==> src/rtl/horner_poly_eval.sv <==
// Polynomial evaluator using Horner's method with one multiplier and one adder.
// The operands are latched at start. Each coefficient step takes one MUL cycle
// and one ADD cycle. Wrap-around in the multiplier or the adder sets a sticky
// overflow flag.
module horner_poly_eval #(
  parameter int unsigned WIDTH  = 16,
  parameter int unsigned DEGREE = 2
) (
  input  logic                        clk,
  input  logic                        reset,
  input  logic                        inicio,
  input  logic [(DEGREE+1)*WIDTH-1:0] coef,
  input  logic [WIDTH-1:0]            x,
  output logic [WIDTH-1:0]            saida,
  output logic                        pronto,
  output logic                        ocupado,
  output logic                        overflow
);

  localparam int unsigned IDX_W     = (DEGREE < 1) ? 1 : $clog2(DEGREE + 1);
  localparam int unsigned DEPTH     = 2 ** IDX_W;
  localparam int unsigned IDX_START = (DEGREE > 0) ? DEGREE - 1 : 0;

  typedef enum logic [2:0] {
    S_IDLE,
    S_LOAD,
    S_MUL,
    S_ADD,
    S_DONE
  } state_t;

  state_t               state;
  logic [WIDTH-1:0]     coef_q [DEPTH];
  logic [WIDTH-1:0]     x_q;
  logic [WIDTH-1:0]     acc;
  logic [WIDTH-1:0]     prod;
  logic [IDX_W-1:0]     idx;

  logic [2*WIDTH-1:0]   prod_full_c;
  logic [WIDTH:0]       sum_c;

  // Shared datapath: full-width product and carry-extended sum
  assign prod_full_c = (2*WIDTH)'(acc) * (2*WIDTH)'(x_q);
  assign sum_c       = {1'b0, prod} + {1'b0, coef_q[idx]};

  // Control FSM with registered datapath and outputs
  always_ff @(posedge clk) begin
    if (reset) begin
      state    <= S_IDLE;
      saida    <= '0;
      pronto   <= 1'b0;
      ocupado  <= 1'b0;
      overflow <= 1'b0;
      acc      <= '0;
      prod     <= '0;
      idx      <= '0;
      x_q      <= '0;
      for (int unsigned i = 0; i < DEPTH; i++) begin
        coef_q[i] <= '0;
      end
    end else begin
      pronto <= 1'b0;
      case (state)
        S_IDLE: begin
          if (inicio) begin
            x_q <= x;
            for (int unsigned i = 0; i <= DEGREE; i++) begin
              coef_q[IDX_W'(i)] <= coef[i*WIDTH +: WIDTH];
            end
            overflow <= 1'b0;
            ocupado  <= 1'b1;
            state    <= S_LOAD;
          end
        end
        S_LOAD: begin
          acc <= coef_q[IDX_W'(DEGREE)];
          idx <= IDX_W'(IDX_START);
          if (DEGREE == 0) begin
            // Constant polynomial: the result is simply c_0
            saida  <= coef_q[0];
            pronto <= 1'b1;
            state  <= S_DONE;
          end else begin
            state <= S_MUL;
          end
        end
        S_MUL: begin
          prod <= prod_full_c[WIDTH-1:0];
          if (|prod_full_c[2*WIDTH-1:WIDTH]) begin
            overflow <= 1'b1;
          end
          state <= S_ADD;
        end
        S_ADD: begin
          acc <= sum_c[WIDTH-1:0];
          if (sum_c[WIDTH]) begin
            overflow <= 1'b1;
          end
          if (idx == '0) begin
            saida  <= sum_c[WIDTH-1:0];
            pronto <= 1'b1;
            state  <= S_DONE;
          end else begin
            idx   <= idx - 1'b1;
            state <= S_MUL;
          end
        end
        S_DONE: begin
          ocupado <= 1'b0;
          state   <= S_IDLE;
        end
        default: begin
          ocupado <= 1'b0;
          state   <= S_IDLE;
        end
      endcase
    end
  end

endmodule

==> config.mk <==
export PLATFORM = sky130hd
export DESIGN_NAME = horner_poly_eval
export DESIGN_NICKNAME = d
export VERILOG_FILES = /design/src/rtl/horner_poly_eval.sv
export SDC_FILE = /design/constraint.sdc
export NUM_CORES = 1
export LEC_CHECK = 0
export CELL_PAD_IN_SITES_DETAIL_PLACEMENT = 0
export CELL_PAD_IN_SITES_GLOBAL_PLACEMENT = 2
export CORE_MARGIN = 5
export CORE_UTILIZATION = 40
export CTS_BUF_LIST = sky130_fd_sc_hd__clkbuf_8
export DETAILED_ROUTE_END_ITERATION = 6
export GPL_ROUTABILITY_DRIVEN = 0
export HOLD_SLACK_MARGIN = 0.15
export PLACE_DENSITY = 0.94
export RECOVER_POWER = 50
export SYNTH_ARGS = -nofsm -noshare
export SYNTH_HDL_FRONTEND = slang
export SYNTH_SLANG_ARGS = --single-unit
==> constraint.sdc <==
create_clock -name clk -period 14 [get_ports clk]
set_input_delay 2.1 -clock clk [delete_from_list [all_inputs] [get_ports clk]]
set_output_delay 2.1 -clock clk [all_outputs]
set_load 0.05 [all_outputs]
==> results.cfg <==
[yosys]
syn_inst = 1582
ys_seq_area_share_pct = 20.62
synth-simple-area-share_pct = 19.45
ys_ff_latch = 122
synth_area_sq_mm = 0.01418
muxShareOfSynthArea_pct = 2.630
synthesis.nets = 1965
synth_top_family_by_area = adder cells
yosys.area_share.xor_xnor_pct = 2.039
synth_edf_count = 48
synth-compound-area-share_pct = 9.346
ys_types = 58
synthAdderAreaFrac_pct = 38.21
syn_area_per_cell_sq_um = 8.962
synthArstFlopShare_pct = 0
synthFlopType = dfxtp_1
yosys_warnings = 0

[layout]
multi_input_area_sq_mm = 0.01017
ff_latch_area_sq_mm = 0.002923
diodes = 0
area_growth_pct = 11.08
fillers = 3454
fin_cells = 2088
finalNetCount = 1997
drive_above_1_share_pct = 3.073

[cts]
post-cts-setup-buffers = 0
cts-root-buf = clkbuf_8
htreeDepth = 4
cts_tree = yes
clock_latency_ns = 0.46
ctsResizeCount = 0
clk_pin_slew_ns = 0.09
clockBufferDepth = 2
clock-sinks = 122
cts_hold_buffers = 0
cts_buffers = 17

[detailed_routing]
drt-initial-drc-count = 609
drt_pass1_iterations = 5
avgRoutedWirePerCell_um = 17.30
ant_nets = 0
num_vias = 10710
wl_mm = 36.13
drt-vias-per-instance = 5.128
drc_errors = 0

[place]
dp.cells = 2056
dp_hpwl_mm = 29.32
port_buffers = 85

[floorplanning]
die_h_um = 198.3
core-area_sq_mm = 0.03531
die-area_sq_mm = 0.03931
die_w_um = 198.3
initial_utilization_pct = 40.15
io_pins = 86
rows = 69

[worst_hold_path]
worstHoldStart = saida[2]
worstHoldPathCells = 2
whs_endpoint = saida[2]
hp-class = flip-flop to flip-flop

[sta]
relSlewSlack_pct = -123.4
hold_viol = 0
worst_pin_slew_ns = 3.351
fmax_ghz = 0.1474
fin_worst_skew_ns = 0.01561
min_period_ns = 6.783
setup_viol = 0
slew_viol_final = 121
fin_crit_sh_pct = 48.45
setup_tns_ns = 0
rsz0062_at_grt = no

[worst_setup_path]
critPathLaunchType = flip-flop
worstSetupPathType = flip-flop to flip-flop
cpMostUsedCell = fa_1
path_buf_inv = 3
cp_slowest_stage_delay_ns = 0.78
arrival_ns = 7.11
worst_r2r_path_depth = 20
cpMaxStageDelayCell = dfxtp_1
cp_top_family = adder cells
r2r_start = x_q[1]
path_cells = nand2_1 > fa_1 > fa_1 > inv_1 > fa_1 > fa_1 > fa_1 > inv_1 > fa_1 > inv_1 > ha_1 > nand2_1 > o21ai_1 > a22oi_1 > a31oi_1 > a31oi_1 > a31oi_1 > xor2_1 > a2111oi_0 > a21oi_1
rr_endpoint = overflow
crit_fanout = 17
setup.worst_path.end_class = flip-flop
cp.required_ns = 14.33
ff2ff_setup_slack_ns = 7.22

[global_route]
grt_pass1_vias = 11120
antenna_found_initial = 0
grt_pass1_wl_mm = 58.49
grt_max_degree = 72
globalRouteTotalUtil_pct = 18.66
overflow = 0

[status]
violations = max-capacitance violations, max-slew violations
status = complete, but fails checks

[pwr]
p_comb_share_pct = 29.6
p_per_area_mw_per_mm2 = 69.20
switchingPower_w = 0.0004151
p_clk_share_pct = 29.6
p_leak_nw = 6.647
ir_drop_uv = 51.14
seqPwrFrac_pct = 40.9
netSwitchingFraction_pct = 38.09
p_int_w = 0.0006746

[job]
max_cap_viol_count = 2
## stage by stage
stage	total power (W)	hold WS (ns)	instance area (sq um)	utilization, %	setup slack [ns]
after floorplan	0.0006546	0.4362	14180	-	8.051
after global placement	0.0007710	0.4471	15360	43.51	7.337
after detailed placement	0.0007718	0.4497	15360	43.51	7.259
after CTS	0.001098	0.4605	15760	44.62	7.243
after global routing	0.001152	0.4807	15750	44.60	6.891
final	0.001090	0.4559	15750	44.60	7.217
## how the worst max path moves through the flow
stage / start / endpoint / slack [ns] / cells after the start
after CTS: x_q[1] / overflow / 7.24 / 20
after global routing: x_q[1] / overflow / 6.89 / 20
after floorplan: x_q[1] / overflow / 8.05 / 22
after global placement: x_q[1] / overflow / 7.34 / 20
after detailed placement: x_q[1] / overflow / 7.26 / 20
final: x_q[1] / overflow / 7.22 / 20
## registers in the layout (all words and copies together) (netlist names), named ones only
signal,cells
coef_q,48
state,3
acc,16
saida,16
prod,16
idx,2
x_q,16
pronto,1
overflow,1
ocupado,1
## power groups by stage
stage / Sequential (W) / Combinational (W) / Clock (W)
5_1_grt: 0.000450 / 0.000358 / 0.000344
4_1_cts: 0.000444 / 0.000325 / 0.000329
2_1_floorplan: 0.000423 / 0.000232 / 0
3_5_place_dp: 0.000452 / 0.000319 / 0
6_report: 0.000445 / 0.000322 / 0.000322
3_3_place_gp: 0.000451 / 0.000320 / 0
## metal layers
metal | track usage [%] | wire length, um | share of wire [%] | vias up
li1 | - | - | - | 5140
met1 | 25.80 | 16310 | 45 | 5257
met2 | 30.84 | 17600 | 49 | 263
met3 | 2.484 | 1391 | 3.9 | 47
met4 | 5.381 | 826 | 2.3 | 0
met5 | 0 | 0 | 0 | -
## cell usage in the layout, fill, tap and decap left out, types with 3 or more instances in the layout
cell	count
nand2_1	261
o22ai_1	3
nand2b_1	5
and3_1	9
clkdlybuf4s50_1	64
nor2b_1	4
inv_6	6
edfxtp_1	48
o211ai_1	7
o21ai_0	30
a211o_1	3
clkbuf_8	17
mux2i_1	35
nand4_1	9
a21oi_1	85
ha_1	121
nand3_1	20
xnor2_1	26
a21o_1	14
and2_1	175
or3_1	7
nor3_1	13
a31oi_1	4
dlygate4sd3_1	20
dfxtp_1	74
a211oi_1	24
o21ai_1	6
a22oi_1	3
xor2_1	7
clkinv_4	4
clkbuf_1	3
a221o_1	3
nor4_1	4
nor2_1	56
buf_4	7
inv_1	208
o21a_1	8
fa_1	195
## cell usage after synthesis (all sizes together), types with 3 or more instances
cell type | count | share of area [%]
nor3 | 13 | 0.46
edfxtp | 48 | 10
a22oi | 3 | 0.16
nand2b | 5 | 0.22
dfxtp | 74 | 10
and3 | 9 | 0.40
nor2b | 5 | 0.22
buf | 6 | 0.19
a221o | 3 | 0.21
a211oi | 24 | 1.3
xnor2 | 26 | 1.6
o22ai | 3 | 0.13
clkbuf | 75 | 2.0
and2 | 175 | 7.7
fa | 195 | 28
xor2 | 7 | 0.43
nor4 | 4 | 0.18
a21oi | 86 | 3.1
a31oi | 4 | 0.18
ha | 121 | 11
nand4 | 9 | 0.40
or3 | 7 | 0.31
a21o | 14 | 0.74
nor2 | 58 | 1.6
o211ai | 7 | 0.37
a211o | 3 | 0.19
o21ai | 36 | 1.3
mux2i | 35 | 2.5
nand2 | 261 | 6.9
o21a | 8 | 0.42
nand3 | 20 | 0.71
inv | 209 | 5.5
## worst register-to-register path, stage by stage (launching register included)
cell and delay (ns):
dfxtp_1 0.78, nand2_1 0.19, fa_1 0.56, fa_1 0.56, inv_1 0.05, fa_1 0.48
fa_1 0.54, fa_1 0.54, inv_1 0.06, fa_1 0.48, inv_1 0.05, ha_1 0.44
nand2_1 0.09, o21ai_1 0.25, a22oi_1 0.18, a31oi_1 0.41, a31oi_1 0.16, a31oi_1 0.23
xor2_1 0.12, a2111oi_0 0.37, a21oi_1 0.12
## layout make-up
class	count	share of cell area [%]
repair buffers	94	5.744
clock buffers	17	1.486
clock inverters	15	1.001
inverters	209	4.982
multi-input cells	1170	64.56
flip-flops and latches	122	18.56
well taps	461	3.663
## logic make-up after synthesis
family / Yosys count
xor+xnor: 33
compound gates: 211
mux: 37
fa+ha+maj: 316
flops: 122
simple gates: 573
buf+inv: 290
Power figures use the tool's default switching activity.
